===== src/rtl/poly_reduce_seq_if.sv =====
// Control handshake and polynomial RAM port of poly_reduce_seq.
// master: the sequencer side; slave: key-gen controller plus RAM side.
interface poly_reduce_seq_if #(
    parameter int unsigned LANES  = 4,
    parameter int unsigned ADDR_W = 6
);
    localparam int unsigned DATA_W = 32 * LANES;

    logic              start;
    logic              pause;
    logic              busy;
    logic              done;
    logic              mem_ren;
    logic [ADDR_W-1:0] mem_raddr;
    logic [DATA_W-1:0] mem_rdata;
    logic              mem_wen;
    logic [ADDR_W-1:0] mem_waddr;
    logic [DATA_W-1:0] mem_wdata;

    modport master (
        input  start, pause, mem_rdata,
        output busy, done, mem_ren, mem_raddr, mem_wen, mem_waddr, mem_wdata
    );

    modport slave (
        output start, pause, mem_rdata,
        input  busy, done, mem_ren, mem_raddr, mem_wen, mem_waddr, mem_wdata
    );
endinterface


===== src/rtl/poly_reduce_seq.sv =====
// In-place Dilithium reduce32 over one 256-coefficient polynomial, LANES coefficients per RAM word.
// Optional feature: define POLY_REDUCE_SEQ_CADDQ_EN to add Q to negative results (output in [0, Q-1]).
module poly_reduce_seq #(
    parameter int unsigned LANES  = 4,
    parameter int unsigned WORDS  = 256 / LANES,
    parameter int unsigned ADDR_W = 6
) (
    input  logic                   clk,
    input  logic                   rst,
    poly_reduce_seq_if.master      bus
);
    localparam int unsigned DATA_W = 32 * LANES;
    localparam logic signed [31:0] Q = 32'sd8380417;
    localparam logic [ADDR_W-1:0]  LAST_ADDR = ADDR_W'(WORDS - 1);

    typedef enum logic [1:0] {IDLE, RUN, DRAIN, DONE} state_t;

    state_t            state, state_nxt;
    logic [ADDR_W-1:0] cnt, cnt_nxt;
    logic              ren_nxt;
    logic              busy_nxt;
    logic              done_nxt;
    logic              v1;
    logic [ADDR_W-1:0] a1;
    logic [DATA_W-1:0] red_c;

    // Single-lane reduce32, optionally followed by the conditional add of Q.
    function automatic logic [31:0] reduce32(input logic signed [31:0] a);
        logic signed [31:0] t;
        logic signed [31:0] r;
        t = (a + 32'sd4194304) >>> 23;
        r = a - t * Q;
`ifdef POLY_REDUCE_SEQ_CADDQ_EN
        if (r < 0) r = r + Q;
`endif
        return r;
    endfunction

    always_comb begin
        red_c = '0;
        for (int i = 0; i < LANES; i++)
            red_c[32*i +: 32] = reduce32(bus.mem_rdata[32*i +: 32]);
    end

    // Next-state and registered-output decisions.
    always_comb begin
        state_nxt = state;
        cnt_nxt   = cnt;
        ren_nxt   = 1'b0;
        busy_nxt  = 1'b0;
        done_nxt  = 1'b0;
        unique case (state)
            IDLE: begin
                if (bus.start) begin
                    state_nxt = RUN;
                    cnt_nxt   = '0;
                end
            end
            RUN: begin
                busy_nxt = 1'b1;
                if (!bus.pause) begin
                    ren_nxt = 1'b1;
                    cnt_nxt = cnt + ADDR_W'(1);
                    if (cnt == LAST_ADDR) state_nxt = DRAIN;
                end
            end
            DRAIN: begin
                // Issued read or data-return stage still occupied means one more write to come.
                if (bus.mem_ren || v1) begin
                    busy_nxt = 1'b1;
                end else begin
                    state_nxt = DONE;
                    done_nxt  = 1'b1;
                end
            end
            DONE:    state_nxt = IDLE;
            default: state_nxt = IDLE;
        endcase
    end

    always_ff @(posedge clk or posedge rst) begin
        if (rst) begin
            state         <= IDLE;
            cnt           <= '0;
            v1            <= 1'b0;
            a1            <= '0;
            bus.busy      <= 1'b0;
            bus.done      <= 1'b0;
            bus.mem_ren   <= 1'b0;
            bus.mem_raddr <= '0;
            bus.mem_wen   <= 1'b0;
            bus.mem_waddr <= '0;
            bus.mem_wdata <= '0;
        end else begin
            state       <= state_nxt;
            cnt         <= cnt_nxt;
            bus.busy    <= busy_nxt;
            bus.done    <= done_nxt;
            bus.mem_ren <= ren_nxt;
            if (ren_nxt) bus.mem_raddr <= cnt;
            // Read-return stage, then write-back stage.
            v1          <= bus.mem_ren;
            a1          <= bus.mem_raddr;
            bus.mem_wen <= v1;
            if (v1) begin
                bus.mem_waddr <= a1;
                bus.mem_wdata <= red_c;
            end
        end
    end
endmodule

===== src/flat_wrapper.sv =====
// flat-port wrapper written by rule: the top's interface ports become plain ports
module poly_reduce_seq_flat 
#(
    parameter int unsigned LANES  = 4,
    parameter int unsigned WORDS  = 256 / LANES,
    parameter int unsigned ADDR_W = 6
)
  (clk, rst, bus_start, bus_pause, bus_mem_rdata, bus_busy, bus_done, bus_mem_ren, bus_mem_raddr, bus_mem_wen, bus_mem_waddr, bus_mem_wdata);
  poly_reduce_seq_if #(.LANES(LANES), .ADDR_W(ADDR_W)) bus_i ();
  input  logic clk;
  input  logic rst;
  input wire logic [$bits(bus_i.start)-1:0] bus_start;
  input wire logic [$bits(bus_i.pause)-1:0] bus_pause;
  input wire logic [$bits(bus_i.mem_rdata)-1:0] bus_mem_rdata;
  output wire logic [$bits(bus_i.busy)-1:0] bus_busy;
  output wire logic [$bits(bus_i.done)-1:0] bus_done;
  output wire logic [$bits(bus_i.mem_ren)-1:0] bus_mem_ren;
  output wire logic [$bits(bus_i.mem_raddr)-1:0] bus_mem_raddr;
  output wire logic [$bits(bus_i.mem_wen)-1:0] bus_mem_wen;
  output wire logic [$bits(bus_i.mem_waddr)-1:0] bus_mem_waddr;
  output wire logic [$bits(bus_i.mem_wdata)-1:0] bus_mem_wdata;
  assign bus_i.start = bus_start;
  assign bus_i.pause = bus_pause;
  assign bus_i.mem_rdata = bus_mem_rdata;
  assign bus_busy = bus_i.busy;
  assign bus_done = bus_i.done;
  assign bus_mem_ren = bus_i.mem_ren;
  assign bus_mem_raddr = bus_i.mem_raddr;
  assign bus_mem_wen = bus_i.mem_wen;
  assign bus_mem_waddr = bus_i.mem_waddr;
  assign bus_mem_wdata = bus_i.mem_wdata;
  poly_reduce_seq #(.LANES(LANES), .WORDS(WORDS), .ADDR_W(ADDR_W)) u_core (.clk(clk), .rst(rst), .bus(bus_i));
endmodule

===== config.mk =====
export PLATFORM = sky130hd
export DESIGN_NAME = poly_reduce_seq_flat
export DESIGN_NICKNAME = d
export VERILOG_FILES = /design/src/rtl/poly_reduce_seq_if.sv /design/src/rtl/poly_reduce_seq.sv /design/src/flat_wrapper.sv
export SDC_FILE = /design/constraint.sdc
export NUM_CORES = 1
export LEC_CHECK = 0
export CORE_UTILIZATION = 26
export DETAILED_ROUTE_END_ITERATION = 6
export GPL_TIMING_DRIVEN = 0
export SLEW_MARGIN = 20
export SYNTH_ARGS = -nofsm -noshare
export SYNTH_HDL_FRONTEND = slang
export SYNTH_SLANG_ARGS = --single-unit

===== constraint.sdc =====
create_clock -name clk -period 15.1 [get_ports clk]
set_clock_uncertainty 0.2 [all_clocks]
set_input_delay 3.02 -clock clk [delete_from_list [all_inputs] [get_ports clk]]
set_output_delay 3.02 -clock clk [all_outputs]
set_load 0.01 [all_outputs]

==> impl_metrics.env, run 1 <==
export IMPL_ys_seq_elements=159
export IMPL_max_slew_worst_pin_slew_ns=1.00
export IMPL_clk_latency_ns=0.49
export IMPL_status="finished, final reports clean"
export IMPL_synth_flop_cell="dfrtp_1"
export IMPL_multiInputGateArea_um2=16200
export IMPL_postCtsHoldBufs=0
export IMPL_critPathMostFrequentCell="inv_1"
export IMPL_dp_hpwl_mm=53.7
export IMPL_tritoncts="built"
export IMPL_holdPathEnd="u_core.bus.mem_waddr[2]"
export IMPL_synthDistinctLibCells=79
export IMPL_htree_num_levels=4
export IMPL_rr_worst_depth=4
export IMPL_vias=17700
export IMPL_avgSynthCellArea_um2=8.97
export IMPL_critPathTopFamily="adder cells"
export IMPL_final_common_cell="inv_1"
export IMPL_cap_viol_max_count=0
export IMPL_ctsResizeCount=0
export IMPL_crit_required_ns=15.27
export IMPL_final_setup_tns_ns=0
export IMPL_hold_path_startpoint="u_core.a1[2]"
export IMPL_drive_above_1_share_pct=6.41
export IMPL_slew_viol_final=0
export IMPL_arrival_ns=10.44
export IMPL_post_drt_wl_per_cell_um=16.2
export IMPL_reg2reg_from="u_core.v1"
export IMPL_grt_max_degree=86
export IMPL_first_pass_iters=5
export IMPL_final_cell_mix="inv_1, ha_1, clkdlybuf4s50_1"
export IMPL_cts_inserted_buffers=17
export IMPL_ys_async_sr_fraction_pct=100
export IMPL_worstPathMaxFanout=6
export IMPL_vias_per_cell=4.47
export IMPL_path_class="in2reg"
export IMPL_placement_io_buffers=275
export IMPL_finalHoldViolations=0
export IMPL_crit_start="bus_mem_rdata[88]"
export IMPL_cts_path_max_buffers=2
export IMPL_reg2reg_setup_slack_ns=11.88
export IMPL_fmax_mhz=97.4
export IMPL_rsz0062_at_grt="no"
export IMPL_crit_path_top_delay_cell="clkdlybuf4s50_1"
export IMPL_slowest_delay_ns=0.59
export IMPL_synth_warnings=0
export IMPL_rows=107
export IMPL_finalSetupViolations=0
export IMPL_slew_headroom_pct=33.2
export IMPL_syn_num_nets=3178
export IMPL_postSynthCellCount=2501
export IMPL_cp_start_kind="input pin"
export IMPL_yosysTopAreaCell="ha_1"
export IMPL_fp_dieW_um=296
export IMPL_grt_pass1_wl_mm=101
export IMPL_post_route_period_util_pct=68.0
export IMPL_period_needed_ns=10.27
export IMPL_gr_usage_all_layers_pct=15.1
export IMPL_worst_hold_path_num_cells=1
export IMPL_dr_first_iter_drc_count=729
export IMPL_start_util_pct=26.3
export IMPL_drt_wl_total_mm=64.0
export IMPL_antenna_found_initial=5
export IMPL_grt_pass1_vias=17900
export IMPL_ios=276
export IMPL_clock_sinks=159
export IMPL_die_h_um=296
export IMPL_routabilityCongestion=0.914
export IMPL_drc=0
export IMPL_ff_latch_area_um2=3980
export IMPL_fillers=9028
export IMPL_grt_ovfl_total=0
export IMPL_synth_area_leaders="ha_1, dfrtp_1, fa_1"
export IMPL_synth_edff_count=0
export IMPL_hp_class="reg2reg"
export IMPL_syn_cell_area_um2=22400
export IMPL_timing_rr_end="u_core.bus.mem_wdata[64]"
export IMPL_nets=3474
export IMPL_worst_path_buf_inv=7
export IMPL_synth_top_area_share_pct=20.1
export IMPL_antenna_left=0
export IMPL_cts_root_buf="clkbuf_16"
export IMPL_cp_end_kind="flop"
export IMPL_syn_to_final_growth_pct=21.7
export IMPL_final_util_pct=32.0
export IMPL_cts_clk_slew_worst_paths_ns=0.08
export IMPL_post_cts_buffers=0
export IMPL_core_area_um2=85300
export IMPL_synth_seq_area_share_pct=17.7
export IMPL_die_area_um2=87500
state kept, by name, indices dropped and copies added, names as in the netlist:
name / count
u_core.bus.mem_wen: 1
u_core.state: 2
u_core.v1: 1
u_core.a1: 6
u_core.bus.mem_waddr: 6
u_core.bus.mem_raddr: 6
u_core.bus.done: 1
u_core.bus.mem_wdata: 128
u_core.cnt: 6
u_core.bus.busy: 1
u_core.bus.mem_ren: 1
worst register-to-register path: stages (launching register included):
cell	delay [ns]
dfrtp_1	0.54
clkbuf_1	0.57
buf_1	0.80
clkbuf_1	0.80
a21oi_1	0.15
metrics by stage:
step	cells	setup slack, ns	instance area, um^2	hold WS (ns)
floorplan	2501	6.07	22400	0.210
global placement	3920	4.18	26600	0.257
detailed placement	3922	4.43	26700	0.262
CTS	3954	4.98	27300	0.282
global route	3954	4.55	27300	0.295
finish	3955	4.83	27300	0.280
layout make-up:
type                            count  share of cell area (%)
Inverter                          552                    7.62
Tap cell                         1144                    5.24
Clock buffer                       18                    1.57
Multi-Input combinational cell   1744                    59.4
Buffer                             46                   0.656
Timing Repair Buffer              277                    10.3
Antenna cell                        1                 0.00917
Clock inverter                     14                   0.623
Sequential cell                   159                    14.6
cell usage after synthesis (6+ instances only):
library cell / n
or2_2: 22
nor3_1: 23
xnor2_1: 150
nand2_1: 125
ha_1: 361
a21oi_1: 144
clkbuf_1: 40
nand2b_1: 15
mux2_2: 101
nor2b_1: 18
o21ai_0: 63
dfrtp_1: 159
nand4_1: 16
nand3b_1: 6
o211ai_1: 12
and3_1: 12
a211oi_1: 14
o21bai_1: 18
o31ai_1: 11
fa_1: 184
inv_1: 549
and2_1: 10
nand3_1: 48
o21a_1: 17
xor2_1: 63
a31oi_1: 13
nor2_1: 127
a21o_1: 61
and4_1: 6
o21ai_1: 17
layer usage:
metal	up-vias	track usage [%]	part of all wire (%)
li1	8786	-	-
met1	8496	20.2	46
met2	354	24.8	46
met3	53	3.28	5.8
met4	6	3.41	1.6
met5	-	0	0.055
cells by family after synthesis:
group | count (synthesis) | synth area share [%]
flip-flops | 159 | 17.7
buffers and inverters | 598 | 10.0
AND/OR/NAND/NOR | 445 | 9.44
AO/OA/AOI/OAI | 436 | 12.7
XOR/XNOR | 213 | 8.32
adder cells (fa/ha/maj) | 545 | 36.6
multiplexers | 105 | 5.27
worst max path at each step:
stage,cells past startpoint,slack (ns),endpoint
floorplan,27,6.07,u_core.bus.mem_wdata[95]
global placement,2,4.18,u_core.bus.mem_wdata[49]
detailed placement,30,4.43,u_core.bus.mem_wdata[95]
CTS,30,4.98,u_core.bus.mem_wdata[95]
global route,30,4.55,u_core.bus.mem_wdata[95]
finish,30,4.83,u_core.bus.mem_wdata[95]
Power of run 1 is left out: the tool's default activity adds up to more than one toggle a clock period on the data nets, which glitch-free logic cannot reach.
==> run 2, diff against run 1 <==
Clock period 15.1 ns to 9.07 ns, I/O delays scaled along.
==> run 2 against run 1 <==
- first-iteration DRC count up 7.8%
- register-to-register slack worse by 6.0 ns
- flip-flop and latch count did not move
- final area grew 0.11%
- largest cell class unchanged
- via count is 0.23% higher
- worst setup slack lost 4.6 ns
- global-route usage is the same
==> impl_metrics.env, run 2 (synthesized netlist as in run 1, its figures left out) <==
export IMPL_start_util_pct=26.3
export IMPL_slew_viol_final=0
export IMPL_cts_clk_slew_worst_paths_ns=0.08
export IMPL_die_h_um=296
export IMPL_rows=107
export IMPL_cp_end_kind="flop"
export IMPL_arrival_ns=8.99
export IMPL_vias=17700
export IMPL_slew_headroom_pct=32.0
export IMPL_antenna_found_initial=5
export IMPL_cts_inserted_buffers=17
export IMPL_clock_sinks=159
export IMPL_finalSetupViolations=0
export IMPL_grt_pass1_wl_mm=101
export IMPL_dp_hpwl_mm=53.7
export IMPL_routabilityCongestion=0.914
export IMPL_grt_ovfl_total=0
export IMPL_gr_usage_all_layers_pct=15.1
export IMPL_cp_start_kind="input pin"
export IMPL_post_route_period_util_pct=97.2
export IMPL_crit_required_ns=9.24
export IMPL_dr_first_iter_drc_count=786
export IMPL_post_drt_wl_per_cell_um=16.2
export IMPL_critPathMostFrequentCell="inv_1"
export IMPL_worstPathMaxFanout=6
export IMPL_finalHoldViolations=0
export IMPL_fillers=9024
export IMPL_ios=276
export IMPL_antenna_left=0
export IMPL_final_cell_mix="inv_1, ha_1, clkdlybuf4s50_1"
export IMPL_hp_class="reg2reg"
export IMPL_die_area_um2=87500
export IMPL_fin_hold_ws_ns=0.277
export IMPL_postCtsHoldBufs=0
export IMPL_syn_to_final_growth_pct=21.8
export IMPL_core_area_um2=85300
export IMPL_reg2reg_setup_slack_ns=5.85
export IMPL_crit_path_top_delay_cell="clkdlybuf4s50_1"
export IMPL_drive_above_1_share_pct=6.58
export IMPL_wl_met3_mm=3.85
export IMPL_slowest_delay_ns=0.59
export IMPL_largest_register_ffs=128
export IMPL_dr_wl_met2_mm=29.7
export IMPL_tritoncts="built"
export IMPL_placement_io_buffers=275
export IMPL_final_common_cell="inv_1"
export IMPL_multiInputGateArea_um2=16200
export IMPL_fmax_mhz=113
export IMPL_fp_dieW_um=296
export IMPL_vias_per_cell=4.48
export IMPL_nets=3475
export IMPL_drc=0
export IMPL_placed_cell_area_um2=26700
export IMPL_period_needed_ns=8.81
export IMPL_max_slew_worst_pin_slew_ns=1.02
export IMPL_cap_viol_max_count=0
export IMPL_cts_path_max_buffers=2
export IMPL_drt_wl_total_mm=64.1
export IMPL_clk_latency_ns=0.49
export IMPL_first_pass_iters=5
export IMPL_wl_met1_mm=29.5
export IMPL_grt_pass1_vias=17900
export IMPL_ff_latch_area_um2=3980
export IMPL_cts_root_buf="clkbuf_16"
export IMPL_status="finished, final reports clean"
export IMPL_largest_register="u_core.bus.mem_wdata"
export IMPL_path_class="in2reg"
export IMPL_htree_num_levels=4
export IMPL_grt_max_degree=86
export IMPL_postLayoutCellArea_um2=27300
export IMPL_topRoutingLayerUsed="met5"
-- run 2: changes by cell type in the layout (fill, tap and decap cells not counted) --
cell	previous run	this run
a311o_1	3	2
a311o_2	0	1
buf_4	0	1
nor3_1	23	22
nor3_2	0	1
xnor2_1	150	148
xnor2_2	0	2
-- run 2: final timing paths --
path,startpoint,end,cells past startpoint
setup / recovery,bus_mem_rdata[88],u_core.bus.mem_wdata[95],30
hold / removal,u_core.a1[2],u_core.bus.mem_waddr[2],1
setup reg to reg,u_core.v1,u_core.bus.mem_wdata[64],4
hold reg to reg,u_core.a1[2],u_core.bus.mem_waddr[2],1
max in group asynchronous,rst,u_core.bus.mem_wdata[28],3
min in group asynchronous,rst,u_core.bus.mem_wdata[107],2
-- run 2: critical path: cells and delay by family --
kind	cells	cell delay, ns
adder cells (fa/ha/maj)	6	2.15
XOR/XNOR	4	0.81
buffers and inverters	7	1.17
multiplexers	1	0.26
AO/OA/AOI/OAI	8	2.00
AND/OR/NAND/NOR	4	0.76
-- run 2: what timing repair did --
item                       in CTS  in global routing
gates resized for setup         0                  4
buffers inserted                0                  1
setup endpoints to repair       0                  2
hold endpoints to repair        0                  0
-- run 2: cell type report --
cell class              count  area share [%]
diodes                      1         0.00916
plain buffers              46           0.655
clock buffers              18            1.57
clock inverters            14           0.623
inverters                 552            7.61
multi-input cells        1744            59.4
flip-flops and latches    159            14.6
well taps                1144            5.24
repair buffers            278            10.3
-- run 2: per-layer routing --
metal / vias to the layer above / GRT usage (%)
li1: 8785 / -
met1: 8522 / 20.2
met2: 370 / 24.8
met3: 53 / 3.28
met4: 6 / 3.41
met5: - / 0
-- run 2: through the flow --
| stage | util [%] | setup slack (ns) | TNS, ns | instances |
|---|---|---|---|---|
| after detailed placement | 31.3 | -0.396 | -0.593 | 3922 |
| after global routing | 32.0 | -0.0173 | -0.0173 | 3955 |
| after CTS | 32.0 | 0.161 | 0 | 3954 |
| after global placement | 31.2 | -0.641 | -95.18 | 3920 |
| after floorplan | - | 1.25 | 0 | 2501 |
| final | 32.0 | 0.258 | 0 | 3956 |
Power of run 2 is left out for the same reason.
==> run 3, diff against run 2 <==
Settings changed: ABC_AREA set to 1.
==> run 3 against run 2 <==
- first-iteration DRC count increased by 76%
- worst hold slack got worse by 0.049 ns
- sequential share of layout area decreased by 1.6 points
- worst setup slack improved by 0.59 ns
==> impl_metrics.env, run 3 <==
export IMPL_hp_class="reg2reg"
export IMPL_htree_num_levels=4
export IMPL_max_slew_worst_pin_slew_ns=1.08
export IMPL_antenna_left=0
export IMPL_nets=4812
export IMPL_start_util_pct=26.4
export IMPL_fp_dieW_um=316
export IMPL_syn_num_nets=4517
export IMPL_yosys_area_share_xor_xnor_pct=4.45
export IMPL_ios=276
export IMPL_dpl_cell_count=5392
export IMPL_synth_top_family_by_area="adder cells"
export IMPL_vias_per_cell=4.30
export IMPL_largest_register_ffs=128
export IMPL_synth_top_area_share_pct=17.6
export IMPL_rsz0062_at_grt="no"
export IMPL_crit_start="bus_mem_rdata[55]"
export IMPL_fillers=10600
export IMPL_status="finished, final reports clean"
export IMPL_final_cell_mix="nand2_1, inv_1, ha_1"
export IMPL_reg2reg_setup_slack_ns=6.05
export IMPL_cp_end_kind="flop"
export IMPL_avgSynthCellArea_um2=6.70
export IMPL_gr_usage_all_layers_pct=16.4
export IMPL_reg2reg_from="u_core.v1"
export IMPL_synth_edff_count=0
export IMPL_crit_required_ns=9.26
export IMPL_slew_headroom_pct=27.7
export IMPL_cts_root_buf="clkbuf_16"
export IMPL_syn_to_final_growth_pct=19.5
export IMPL_slew_viol_final=0
export IMPL_syn_cell_area_um2=25700
export IMPL_routabilityCongestion=0.925
export IMPL_arrival_ns=8.41
export IMPL_final_setup_tns_ns=0
export IMPL_final_cell_count_no_fill=5424
export IMPL_critPathMostFrequentCell="nand2_1"
export IMPL_die_h_um=316
export IMPL_synthTopCellsByCount="nand2_1, inv_1, ha_1"
export IMPL_dp_hpwl_mm=70.8
export IMPL_worstPathMaxFanout=6
export IMPL_worst_path_buf_inv=5
export IMPL_period_needed_ns=8.22
export IMPL_synthDistinctLibCells=48
export IMPL_cp_start_kind="input pin"
export IMPL_postCtsHoldBufs=0
export IMPL_core_area_um2=97300
export IMPL_drc=0
export IMPL_first_pass_iters=6
export IMPL_placement_io_buffers=275
export IMPL_synth_most_common_cell="nand2_1"
export IMPL_synth_area_leaders="ha_1, nand2_1, dfrtp_1"
export IMPL_fmax_mhz=122
export IMPL_vias=23300
export IMPL_drive_above_1_share_pct=2.94
export IMPL_synthSimpleGateAreaFrac_pct=27.9
export IMPL_cp_depth=27
export IMPL_dr_first_iter_drc_count=1385
export IMPL_grt_ovfl_total=0
export IMPL_ctsResizeCount=0
export IMPL_dr_wl_met2_mm=36.8
export IMPL_final_common_cell="nand2_1"
export IMPL_timing_rr_end="u_core.bus.mem_wdata[33]"
export IMPL_cts_path_max_buffers=2
export IMPL_rows=114
export IMPL_multiInputGateArea_um2=17700
export IMPL_clk_latency_ns=0.49
export IMPL_tritoncts="built"
export IMPL_hold_path_startpoint="u_core.bus.mem_raddr[2]"
export IMPL_slowest_delay_ns=0.60
export IMPL_synth_flop_cell="dfrtp_1"
export IMPL_cap_viol_max_count=0
export IMPL_post_cts_buffers=0
export IMPL_grt_pass1_vias=23000
export IMPL_finalSetupViolations=0
export IMPL_worstSetupEndpoint="u_core.bus.mem_wdata[57]"
export IMPL_final_util_pct=31.6
export IMPL_cts_clk_slew_worst_paths_ns=0.09
export IMPL_ys_seq_elements=159
export IMPL_antenna_found_initial=2
export IMPL_synthAdderAreaFrac_pct=31.9
export IMPL_rr_worst_depth=5
export IMPL_synth_compound_area_share_pct=4.57
export IMPL_post_drt_wl_per_cell_um=14.9
export IMPL_path_class="in2reg"
export IMPL_ys_async_sr_fraction_pct=100
export IMPL_grt_max_degree=92
export IMPL_grt_pass1_wl_mm=126
export IMPL_synth_mux_area_share_pct=0
export IMPL_clock_sinks=159
export IMPL_post_route_period_util_pct=90.6
export IMPL_synth_warnings=0
export IMPL_die_area_um2=100000
export IMPL_wl_met1_mm=38.1
export IMPL_critPathTopFamily="adder cells"
export IMPL_topRoutingLayerUsed="met4"
export IMPL_antenna_cells=0
export IMPL_synth_seq_area_share_pct=15.5
export IMPL_crit_path_top_delay_cell="clkdlybuf4s50_1"
export IMPL_drt_wl_total_mm=81.0
export IMPL_ff_latch_area_um2=3980
export IMPL_postSynthCellCount=3840
export IMPL_cts_inserted_buffers=17
export IMPL_yosysTopAreaCell="ha_1"
export IMPL_largest_register="u_core.bus.mem_wdata"
export IMPL_finalHoldViolations=0
export IMPL_wl_met3_mm=4.05
-- run 3: area by class of cell --
type                       count  share of cell area (%)
multi-input combinational   2612                    57.6
buffer                        35                   0.517
clock inverter                15                   0.672
timing repair buffer         276                    9.05
clock buffer                  17                    1.38
sequential                   159                    12.9
inverter                    1034                    12.7
tap                         1276                    5.19
-- run 3: layer usage --
| layer | track usage, % | vias up |
|---|---|---|
| met2 | 26.9 | 474 |
| met1 | 22.0 | 10700 |
| met5 | 0 | - |
| li1 | - | 12000 |
| met3 | 2.72 | 81 |
| met4 | 4.82 | 0 |
-- run 3: worst min path at each step --
stage	to	slack (ns)	cells after the start
floorplan	u_core.bus.mem_wen	0.15	0
detailed placement	u_core.a1[2]	0.22	0
CTS	u_core.a1[2]	0.24	0
global placement	u_core.a1[2]	0.21	0
finish	u_core.a1[2]	0.23	0
global route	u_core.a1[2]	0.26	0
-- run 3: worst register-to-register path: stages (launching register included) --
cell,delay (ns)
dfrtp_1,0.43
buf_2,0.23
inv_2,0.26
clkbuf_1,0.69
clkbuf_1,0.88
o21ai_0,0.18
-- run 3: cells by family after synthesis --
group	count (synthesis)
compound gates	215
fa+ha+maj	545
simple gates	1727
xor+xnor	125
buf+inv	1069
flops	159
-- run 3: metrics by stage --
stage               instance area (um^2)  setup slack (ns)  hold WS (ns)
finish                             30700             0.850         0.229
global placement                   30100            -0.176         0.211
detailed placement                 30100             0.246         0.216
CTS                                30700             0.798         0.238
floorplan                          25700              2.05         0.149
global route                       30700             0.339         0.259
Power of run 3 is left out for the same reason.
